$ cat config.mk
export PLATFORM = sky130hd
export DESIGN_NAME = alu_arbiter
export DESIGN_NICKNAME = d
export VERILOG_FILES = /design/src/rtl/alu_arbiter.sv
export SDC_FILE = /design/constraint.sdc
export NUM_CORES = 1
export LEC_CHECK = 0
export ABC_AREA = 1
export CAP_MARGIN = 20
export CORE_ASPECT_RATIO = 0.6
export CORE_MARGIN = 5
export CORE_UTILIZATION = 42
export CTS_BUF_LIST = sky130_fd_sc_hd__clkbuf_16
export DETAILED_ROUTE_END_ITERATION = 12
export GPL_TIMING_DRIVEN = 1
export PLACE_DENSITY = 0.86
export SYNTH_ARGS = -nofsm -noshare
export SYNTH_HDL_FRONTEND = slang
export SYNTH_SLANG_ARGS = --single-unit
$ cat constraint.sdc
create_clock -name clk -period 2.6 [get_ports clk]
set_input_delay 0.52 -clock clk [delete_from_list [all_inputs] [get_ports clk]]
set_output_delay 0.52 -clock clk [all_outputs]
set_load 0.01 [all_outputs]
$ cat src/rtl/alu_arbiter.sv
// Round-robin arbiter/sequencer in front of a shared combinational ALU.
// Grant counters are built only when ALU_ARB_STATS_EN is defined.
module alu_arbiter #(
  parameter int WIDTH = 8,
  parameter int OPW   = 4
) (
  input  logic             clk,
  input  logic             rst_n,
  input  logic             req0_valid,
  output logic             req0_ready,
  input  logic [WIDTH-1:0] req0_a,
  input  logic [WIDTH-1:0] req0_b,
  input  logic [OPW-1:0]   req0_op,
  input  logic             req1_valid,
  output logic             req1_ready,
  input  logic [WIDTH-1:0] req1_a,
  input  logic [WIDTH-1:0] req1_b,
  input  logic [OPW-1:0]   req1_op,
  output logic [WIDTH-1:0] alu_a,
  output logic [WIDTH-1:0] alu_b,
  output logic [OPW-1:0]   alu_op,
  input  logic [WIDTH-1:0] alu_y,
  output logic             rsp_valid,
  input  logic             rsp_ready,
  output logic [WIDTH-1:0] rsp_data,
  output logic             rsp_id,
  output logic             busy,
  output logic [7:0]       gnt_cnt0,
  output logic [7:0]       gnt_cnt1
);

  typedef enum logic [1:0] {
    IDLE  = 2'd0,
    ISSUE = 2'd1,
    RESP  = 2'd2
  } state_e;

  state_e           state_q, state_d;
  logic             last_q, last_d;
  logic [WIDTH-1:0] a_q, a_d;
  logic [WIDTH-1:0] b_q, b_d;
  logic [OPW-1:0]   op_q, op_d;
  logic             rv_q, rv_d;
  logic [WIDTH-1:0] rd_q, rd_d;
  logic             rid_q, rid_d;
  logic             gnt0, gnt1;
  logic             acc;

  // Tie goes to whoever was not granted last.
  always_comb begin
    gnt0 = req0_valid & (~req1_valid | last_q);
    gnt1 = req1_valid & (~req0_valid | ~last_q);
  end

  assign req0_ready = rst_n & (state_q == IDLE) & gnt0;
  assign req1_ready = rst_n & (state_q == IDLE) & gnt1;
  assign acc        = req0_ready | req1_ready;

  // Next-state and datapath update.
  always_comb begin
    state_d = state_q;
    last_d  = last_q;
    a_d     = a_q;
    b_d     = b_q;
    op_d    = op_q;
    rv_d    = rv_q;
    rd_d    = rd_q;
    rid_d   = rid_q;
    unique case (state_q)
      IDLE: begin
        if (acc) begin
          state_d = ISSUE;
          last_d  = req1_ready;
          rid_d   = req1_ready;
          a_d     = req1_ready ? req1_a  : req0_a;
          b_d     = req1_ready ? req1_b  : req0_b;
          op_d    = req1_ready ? req1_op : req0_op;
        end
      end
      ISSUE: begin
        state_d = RESP;
        rd_d    = alu_y;
        rv_d    = 1'b1;
      end
      RESP: begin
        if (rv_q & rsp_ready) begin
          state_d = IDLE;
          rv_d    = 1'b0;
        end
      end
      default: state_d = IDLE;
    endcase
  end

  // State and datapath registers.
  always_ff @(posedge clk or negedge rst_n) begin
    if (!rst_n) begin
      state_q <= IDLE;
      last_q  <= 1'b1;
      a_q     <= '0;
      b_q     <= '0;
      op_q    <= '0;
      rv_q    <= 1'b0;
      rd_q    <= '0;
      rid_q   <= 1'b0;
    end else begin
      state_q <= state_d;
      last_q  <= last_d;
      a_q     <= a_d;
      b_q     <= b_d;
      op_q    <= op_d;
      rv_q    <= rv_d;
      rd_q    <= rd_d;
      rid_q   <= rid_d;
    end
  end

  assign alu_a     = a_q;
  assign alu_b     = b_q;
  assign alu_op    = op_q;
  assign rsp_valid = rv_q;
  assign rsp_data  = rd_q;
  assign rsp_id    = rid_q;
  assign busy      = (state_q != IDLE);

`ifdef ALU_ARB_STATS_EN
  logic [7:0] c0_q, c0_d;
  logic [7:0] c1_q, c1_d;

  // Saturating grant counters.
  always_comb begin
    c0_d = c0_q;
    c1_d = c1_q;
    if (req0_ready && c0_q != 8'hFF) c0_d = c0_q + 8'd1;
    if (req1_ready && c1_q != 8'hFF) c1_d = c1_q + 8'd1;
  end

  // Counter registers, cleared only by reset.
  always_ff @(posedge clk or negedge rst_n) begin
    if (!rst_n) begin
      c0_q <= '0;
      c1_q <= '0;
    end else begin
      c0_q <= c0_d;
      c1_q <= c1_d;
    end
  end

  assign gnt_cnt0 = c0_q;
  assign gnt_cnt1 = c1_q;
`else
  assign gnt_cnt0 = 8'h00;
  assign gnt_cnt1 = 8'h00;
`endif

endmodule
== Yosys cells after proc, flatten, opt, wreduce, memory -nomap -nowiden ==
Index checks and enable logic that the tools add are counted.

* Flip-flop bits (word level): 33
* Logic and storage cells: 38

* Equality and inequality tests: 4
* Multiplexer cells: 8
* Bitwise gates (word level): 12
* Reductions and logical operators: 6

{| class="wikitable"
|+ Operators by type and width
! kind !! count
|-
| two-way mux 8 bit || 2
|-
| bitwise AND 1 bit || 6
|-
| one-hot mux 2 bit (3 select lines) || 1
|-
| AND reduction 2 bit || 3
|-
| two-way mux 2 bit || 2
|-
| two-way mux 4 bit || 1
|-
| != test 2 bit (second input constant) || 2
|-
| nonzero test 2 bit || 2
|-
| inverter 1 bit || 3
|-
| bitwise OR 1 bit || 3
|-
| equality test 2 x 1 -> 1 bit (second input constant) || 1
|-
| equality test 2 bit (second input constant) || 1
|-
| zero test 2 bit || 1
|-
| one-hot mux 1 bit (2 select lines) || 1
|-
| two-way mux 1 bit || 1
|}

== Logic depth before layout (Yosys ltp) ==
Gate-level depths: netlist of run 1.

* Depth after elaboration: 7
* Gate-level depth with buffers: 7
* Gate-level depth less buffers: 6

== Worst setup path before layout of run 1 ==
No wires, ideal clock.

* Path type: register -> output
* Start point: register state_q[0]
* End point: output req0_ready
* Data arrival time: 1.056 ns
* Required time: 2.080 ns
* Slack: 1.024 ns
* Stages on the path, launching flop included: 7
* Path through: dfrtp_1 -> inv_1 -> nand2_1 -> nor2_1 -> nand3_2 -> buf_2 -> inv_1

* Word-level cells in the longest chain between the ends: 3

{| class="wikitable"
|+ Ends and longest elaborated chain
! element !! line !! text
|-
| from (decl) || 38 || <nowiki>state_e state_q, state_d;</nowiki>
|-
| from (signal assigned) || 107 || <nowiki>state_q <= state_d;</nowiki>
|-
| zero test 2 bit || 55 || <nowiki>assign req0_ready = rst_n & (state_q == IDLE) & gnt0;</nowiki>
|-
| bitwise AND 1 bit (2 in a row) || 55 ||
|-
| to (decl) || 10 || <nowiki>output logic req0_ready,</nowiki>
|}

Every way passes these cells.

== Worst setup path after layout of run 1 ==
* Start point: input req0_valid
* End point: output req1_ready

* Word-level cells in the longest chain between the ends: 4

{| class="wikitable"
|+ Ends and longest elaborated chain
! element !! line !! text
|-
| from (decl) || 9 || <nowiki>input logic req0_valid,</nowiki>
|-
| inverter 1 bit || 52 || <nowiki>gnt1 = req1_valid & (~req0_valid | ~last_q);</nowiki>
|-
| bitwise OR 1 bit || 52 ||
|-
| bitwise AND 1 bit || 52 ||
|-
| bitwise AND 1 bit || 56 || <nowiki>assign req1_ready = rst_n & (state_q == IDLE) & gnt1;</nowiki>
|-
| to (decl) || 15 || <nowiki>output logic req1_ready,</nowiki>
|}

Every way passes these cells.

==> results of run 1 <==
[power breakdown]
part           total (mW)  internal [mW]  switching [mW]
logic               0.129         0.0811          0.0481
clock network       0.547          0.347           0.200
registers           0.514          0.514               0
total                1.19          0.942           0.248
[logic make-up (layout without fill, tap and decap cells)]
family	count (synthesis)	after routing	share of synthesized area, %
flops	33	33	43.8
buf+inv	56	125	17.6
other cells	1	16	0.199
compound gates	23	23	9.34
simple gates	121	121	29.1
[state kept, by name, summed over array words and instances, names as in the netlist]
name	cells
alu_op	4
rsp_id	1
alu_a	8
alu_b	8
rsp_data	8
last_q	1
state_q	2
rsp_valid	1
[area by class of cell]
cell class / count / area, um2
Sequential cell: 33 / 827
Timing Repair Buffer: 89 / 876
Clock inverter: 3 / 13.8
Tap cell: 60 / 75.1
Inverter: 28 / 105
Fill cell: 381 / 1430
Multi-Input combinational cell: 160 / 786
Clock buffer: 5 / 125
[metal layers]
metal	up-vias	routed length, um
met1	809	2170
met4	0	12
met3	2	561
met5	-	0
li1	866	-
met2	75	2290
[cells in the final DEF, fill, tap and decap left out]
| cell | count |
|---|---|
| nor2_1 | 1 |
| nand3_1 | 42 |
| o21ai_0 | 2 |
| nor2_8 | 1 |
| buf_4 | 4 |
| buf_2 | 1 |
| dfstp_2 | 1 |
| inv_1 | 26 |
| nand2_4 | 2 |
| nor2_2 | 2 |
| nand3_2 | 1 |
| a21oi_4 | 1 |
| inv_2 | 3 |
| o21bai_1 | 20 |
| clkdlybuf4s50_1 | 84 |
| clkinv_2 | 2 |
| clkbuf_16 | 5 |
| conb_1 | 16 |
| nand2_1 | 72 |
| dfrtp_1 | 32 |
[critical path: cells and delay by family]
kind                   cells  cell delay (ps)
buffers and inverters      2             1010
and+or+nand+nor            3              320
[through the flow]
stage / area (um2) / hold slack [ps] / instances / worst slack (ps)
floorplan: 1940 / 224 / 249 / 1020
global placement: 2670 / 455 / 370 / 249
detailed placement: 2670 / 461 / 370 / 230
CTS: 2810 / 340 / 378 / 224
global route: 2810 / 371 / 378 / 171
finish: 2810 / 331 / 378 / 225
[worst paths after layout]
kind                                   from           to  slack [ps]  depth (start not counted)
worst max-delay path             req0_valid   req1_ready         230                          5
worst min-delay path                  rst_n  rsp_data[3]         330                          2
worst max register to register   state_q[1]     alu_b[0]         830                          7
worst min register to register  rsp_data[5]  rsp_data[5]         470                          2
max in group asynchronous             rst_n       last_q        1950                          2
min in group clk                rsp_data[5]  rsp_data[5]         470                          2
==> flow_summary.json, run 1 <==
{
  "status": "finished clean",
  "syn_to_final_growth_pct": 48.7,
  "drt_drc_violations_left": 0,
  "finalPower_mw": 1.19,
  "grt_max_degree": 34,
  "place_hpwl_um": 3730,
  "die_w_um": 96.6,
  "hold_viol_final": 0,
  "drt_pass1_iterations": 4,
  "synth-async-reset-ratio_pct": 100,
  "synth_common_cells": "nand2_1, nand3_1, dfrtp_1",
  "ir_worst_vdd_mv": 0.247,
  "crit_type": "in2out",
  "rows": 18,
  "rsz0062_at_grt": "no",
  "clk_path_buf_depth": 2,
  "pwr_density_cell_nw_per_um2": 424,
  "cts_max_level": 2,
  "end_kind": "output pin",
  "grt_use_met1_pct": 21.5,
  "worstMarginPinSlew_ps": 566,
  "synth.distinct_cells": 18,
  "routabilityCongestion": 0.766,
  "synthDominantCellAreaShare_pct": 42.4,
  "synth_area_um2": 1890,
  "vias_per_cell": 4.63,
  "root_buffer": "clkbuf_16",
  "critPathMaxStageDelay_ps": 550,
  "grt_first_pass_wirelength_um": 7560,
  "postSynthAreaPerCell_um2": 8.07,
  "core_area_um2": 4230,
  "hold_path_class": "in2async",
  "power_leakage_nw": 1.38,
  "arrival_ps": 1850,
  "ys_ff_latch": 33,
  "finalCriticalPeriod_ps": 2370,
  "fin_nets": 370,
  "post_cts_buffers": 0,
  "grt_pass1_vias": 1598,
  "yosysSeqAreaShare_pct": 43.8,
  "critPathSlowestCell": "clkdlybuf4s50_1",
  "clkLatencyLatePin_ps": 270,
  "synth_cells": 234,
  "cts_hold_buf": 0,
  "cp.required_ps": 2080,
  "drtAntennaViolNets": 0,
  "netlist_top_cells_area": "dfrtp_1, nand2_1, nand3_1",
  "cp_common_cell": "clkdlybuf4s50_1",
  "die_height_um": 61.9,
  "cts_tree": "built",
  "crit_chain": "clkdlybuf4s50_1 > nand2_1 > nand2_4 > nor2_8 > clkdlybuf4s50_1",
  "post_drt_wl_per_cell_um": 13.3,
  "initial_utilization_pct": 44.6,
  "maxCapViolations": 0,
  "grtUsageMet3_pct": 7.22,
  "grt-ovfl-total": 0,
  "setup_violations": 0,
  "grt_busiest_layer": "met2",
  "finalCritPeriodShare_pct": 91.3,
  "cp_max_fo": 3,
  "drt_iter0_markers": 52,
  "num_vias": 1752,
  "cts.sink_count": 33,
  "antenna_found_initial": 0,
  "tns_ps": 0,
  "slew_viol_final": 0,
  "worst_setup_path_start_kind": "primary input",
  "io_pins": 102,
  "grt_util_all_layers_pct": 16.8,
  "post_cts_resized": 0,
  "finClkSkew_ps": 3.43,
  "path_clk_slew_ps": 50,
  "n_antenna_cell": 0,
  "yosysWarningCount": 0,
  "io_buffers": 85,
  "yosysTopAreaCell": "dfrtp_1",
  "synth_flop_cell": "dfrtp_1",
  "dieArea_um2": 5980,
  "numCtsBuffers": 5,
  "use_met2_pct": 27.3,
  "synth-edff-count": 0,
  "synthMostInstantiatedCell": "nand2_1",
  "max_slew_margin_pct": 62.2,
  "finish.utilization_pct": 66.3,
  "max_freq_mhz": 421,
  "drive_above_1_share_pct": 7.23,
  "drt_wl_total_um": 5040
}
Note: power is estimated with default switching activity, not from simulation.
==> run 2: changes to the inputs <==
--- a/config.mk
+++ b/config.mk
@@ -8,7 +8,7 @@
 export ABC_AREA = 1
 export CAP_MARGIN = 20
 export CORE_ASPECT_RATIO = 0.6
-export CORE_MARGIN = 5
+export CORE_MARGIN = 2
 export CORE_UTILIZATION = 42
 export CTS_BUF_LIST = sky130_fd_sc_hd__clkbuf_16
 export DETAILED_ROUTE_END_ITERATION = 12
==> run 2 against run 1 <==
  * Combinational power about the same
  * Routed wire length decreased by 2.9%
  * First-iteration DRC count is 1.9% higher
  * Sequential power about the same
  * Flip-flop and latch count is the same
  * Clock skew up 1.4 ps
==> flow_summary.json, run 2 (synthesis gave the netlist of run 1 again) <==
{
  "status": "finished clean",
  "clk_path_buf_depth": 2,
  "max_slew_margin_pct": 61.4,
  "rows": 18,
  "place_ws_ps": 225,
  "rr_startpoint": "state_q[1]",
  "slew_viol_final": 0,
  "cp_max_fo": 3,
  "post_cts_resized": 0,
  "cts_hold_buf": 0,
  "worst_setup_path_start_kind": "primary input",
  "rr_worst_depth": 7,
  "clkLatencyLatePin_ps": 270,
  "critPathLaunch": "req0_valid",
  "hold_viol_final": 0,
  "pwr-share-seq_pct": 43.5,
  "p_switching_mw": 0.243,
  "place_hpwl_um": 3600,
  "drive_above_1_share_pct": 6.92,
  "cts.sink_count": 33,
  "setup_violations": 0,
  "die_w_um": 90.6,
  "post_cts_buffers": 0,
  "core_area_um2": 4210,
  "grt_util_all_layers_pct": 20.3,
  "p_comb_share_pct": 11.0,
  "cp_common_cell": "clkdlybuf4s50_1",
  "critPathSlowestCell": "clkdlybuf4s50_1",
  "finalCritPeriodShare_pct": 91.9,
  "io_buffers": 85,
  "cp.required_ps": 2080,
  "holdWs_ps": 115,
  "ir_worst_vdd_mv": 0.342,
  "power_leakage_nw": 1.38,
  "grt_pass1_vias": 1774,
  "crit_type": "in2out",
  "final_cell_mix": "clkdlybuf4s50_1, nand2_1, nand3_1",
  "grt-ovfl-total": 0,
  "critPathMaxStageDelay_ps": 550,
  "power.share.clock_pct": 45.5,
  "initial_utilization_pct": 44.8,
  "grt_first_pass_wirelength_um": 8270,
  "pwr_density_cell_nw_per_um2": 422,
  "drtAntennaViolNets": 0,
  "path_clk_slew_ps": 50,
  "routabilityCongestion": 0.724,
  "arrival_ps": 1870,
  "antenna_found_initial": 0,
  "fin_ws_ps": 210,
  "io_pins": 102,
  "dieArea_um2": 5070,
  "maxCapViolations": 0,
  "p_sw_share_pct": 20.5,
  "vias_per_cell": 4.65,
  "finClkSkew_ps": 4.84,
  "worstMarginPinSlew_ps": 578,
  "max_freq_mhz": 418,
  "syn_to_final_growth_pct": 48.6,
  "final_common_cell": "clkdlybuf4s50_1",
  "grt_max_degree": 26,
  "die_height_um": 55.9,
  "drt_drc_violations_left": 0,
  "rsz0062_at_grt": "no",
  "fin_nets": 370,
  "drt_wl_total_um": 4890,
  "cts_tree": "built",
  "root_buffer": "clkbuf_16",
  "numCtsBuffers": 5,
  "cts_max_level": 2,
  "post_drt_wl_per_cell_um": 12.9,
  "num_vias": 1756,
  "n_antenna_cell": 0,
  "end_kind": "output pin",
  "drt_iter0_markers": 53,
  "finalCriticalPeriod_ps": 2390,
  "hold_path_class": "in2async",
  "drt_pass1_iterations": 4,
  "p_int_mw": 0.941,
  "tns_ps": 0,
  "crit_chain": "clkdlybuf4s50_1 > nand2_1 > nand2_4 > nor2_8 > clkdlybuf4s50_1"
}
run 2: cell count changes in the layout (fill, tap and decap cells not counted), sizes merged:
| cell | change |
|---|---|
| clkinv | +1 |
| inv | -1 |
run 2: cell type report:
class	count	area (um2)
repair buffers	89	876
fillers	369	1410
flip-flops and latches	33	827
clock buffers	5	125
inverters	28	105
multi-input cells	160	786
well taps	60	75.1
clock inverters	3	12.5
run 2: stage by stage:
step | total power [mW] | cells | area (um2) | util, %
after floorplan | 0.578 | 249 | 1940 | -
after global placement | 0.652 | 370 | 2670 | 63.4
after detailed placement | 0.654 | 370 | 2670 | 63.4
after CTS | 1.20 | 378 | 2810 | 66.6
after global routing | 1.23 | 378 | 2810 | 66.6
final | 1.18 | 378 | 2810 | 66.6
run 2: per-layer routing:
metal  global-route usage, %  vias to the layer above  share of wire (%)  wire (um)
li1                        -                      867                  -          -
met1                    25.8                      810                 41       2020
met2                    33.5                       73                 49       2390
met3                    7.32                        6                9.0        439
met4                    4.62                        0               0.88         43
met5                       0                        -                  0          0
run 2: path summary, 6_finish.rpt:
path                                    end  slack, ps
worst min-delay path                 rsp_id        120
min in group clk                rsp_data[0]        470
worst max-delay path             req1_ready        210
worst min register to register  rsp_data[0]        470
max in group asynchronous         alu_op[1]       1880
worst max register to register     alu_a[3]        820
run 2: critical path, delay by kind of cell:
kind / cells / cell delay [ps]
buf+inv: 2 / 1020
simple gates: 3 / 330
run 2: power groups by stage:
stage	Clock, mW	Combinational [mW]	Sequential, mW
after floorplan	0	0.0549	0.523
after global placement	0	0.129	0.523
after detailed placement	0	0.131	0.523
after CTS	0.554	0.132	0.514
final	0.539	0.130	0.514
after global routing	0.576	0.143	0.514
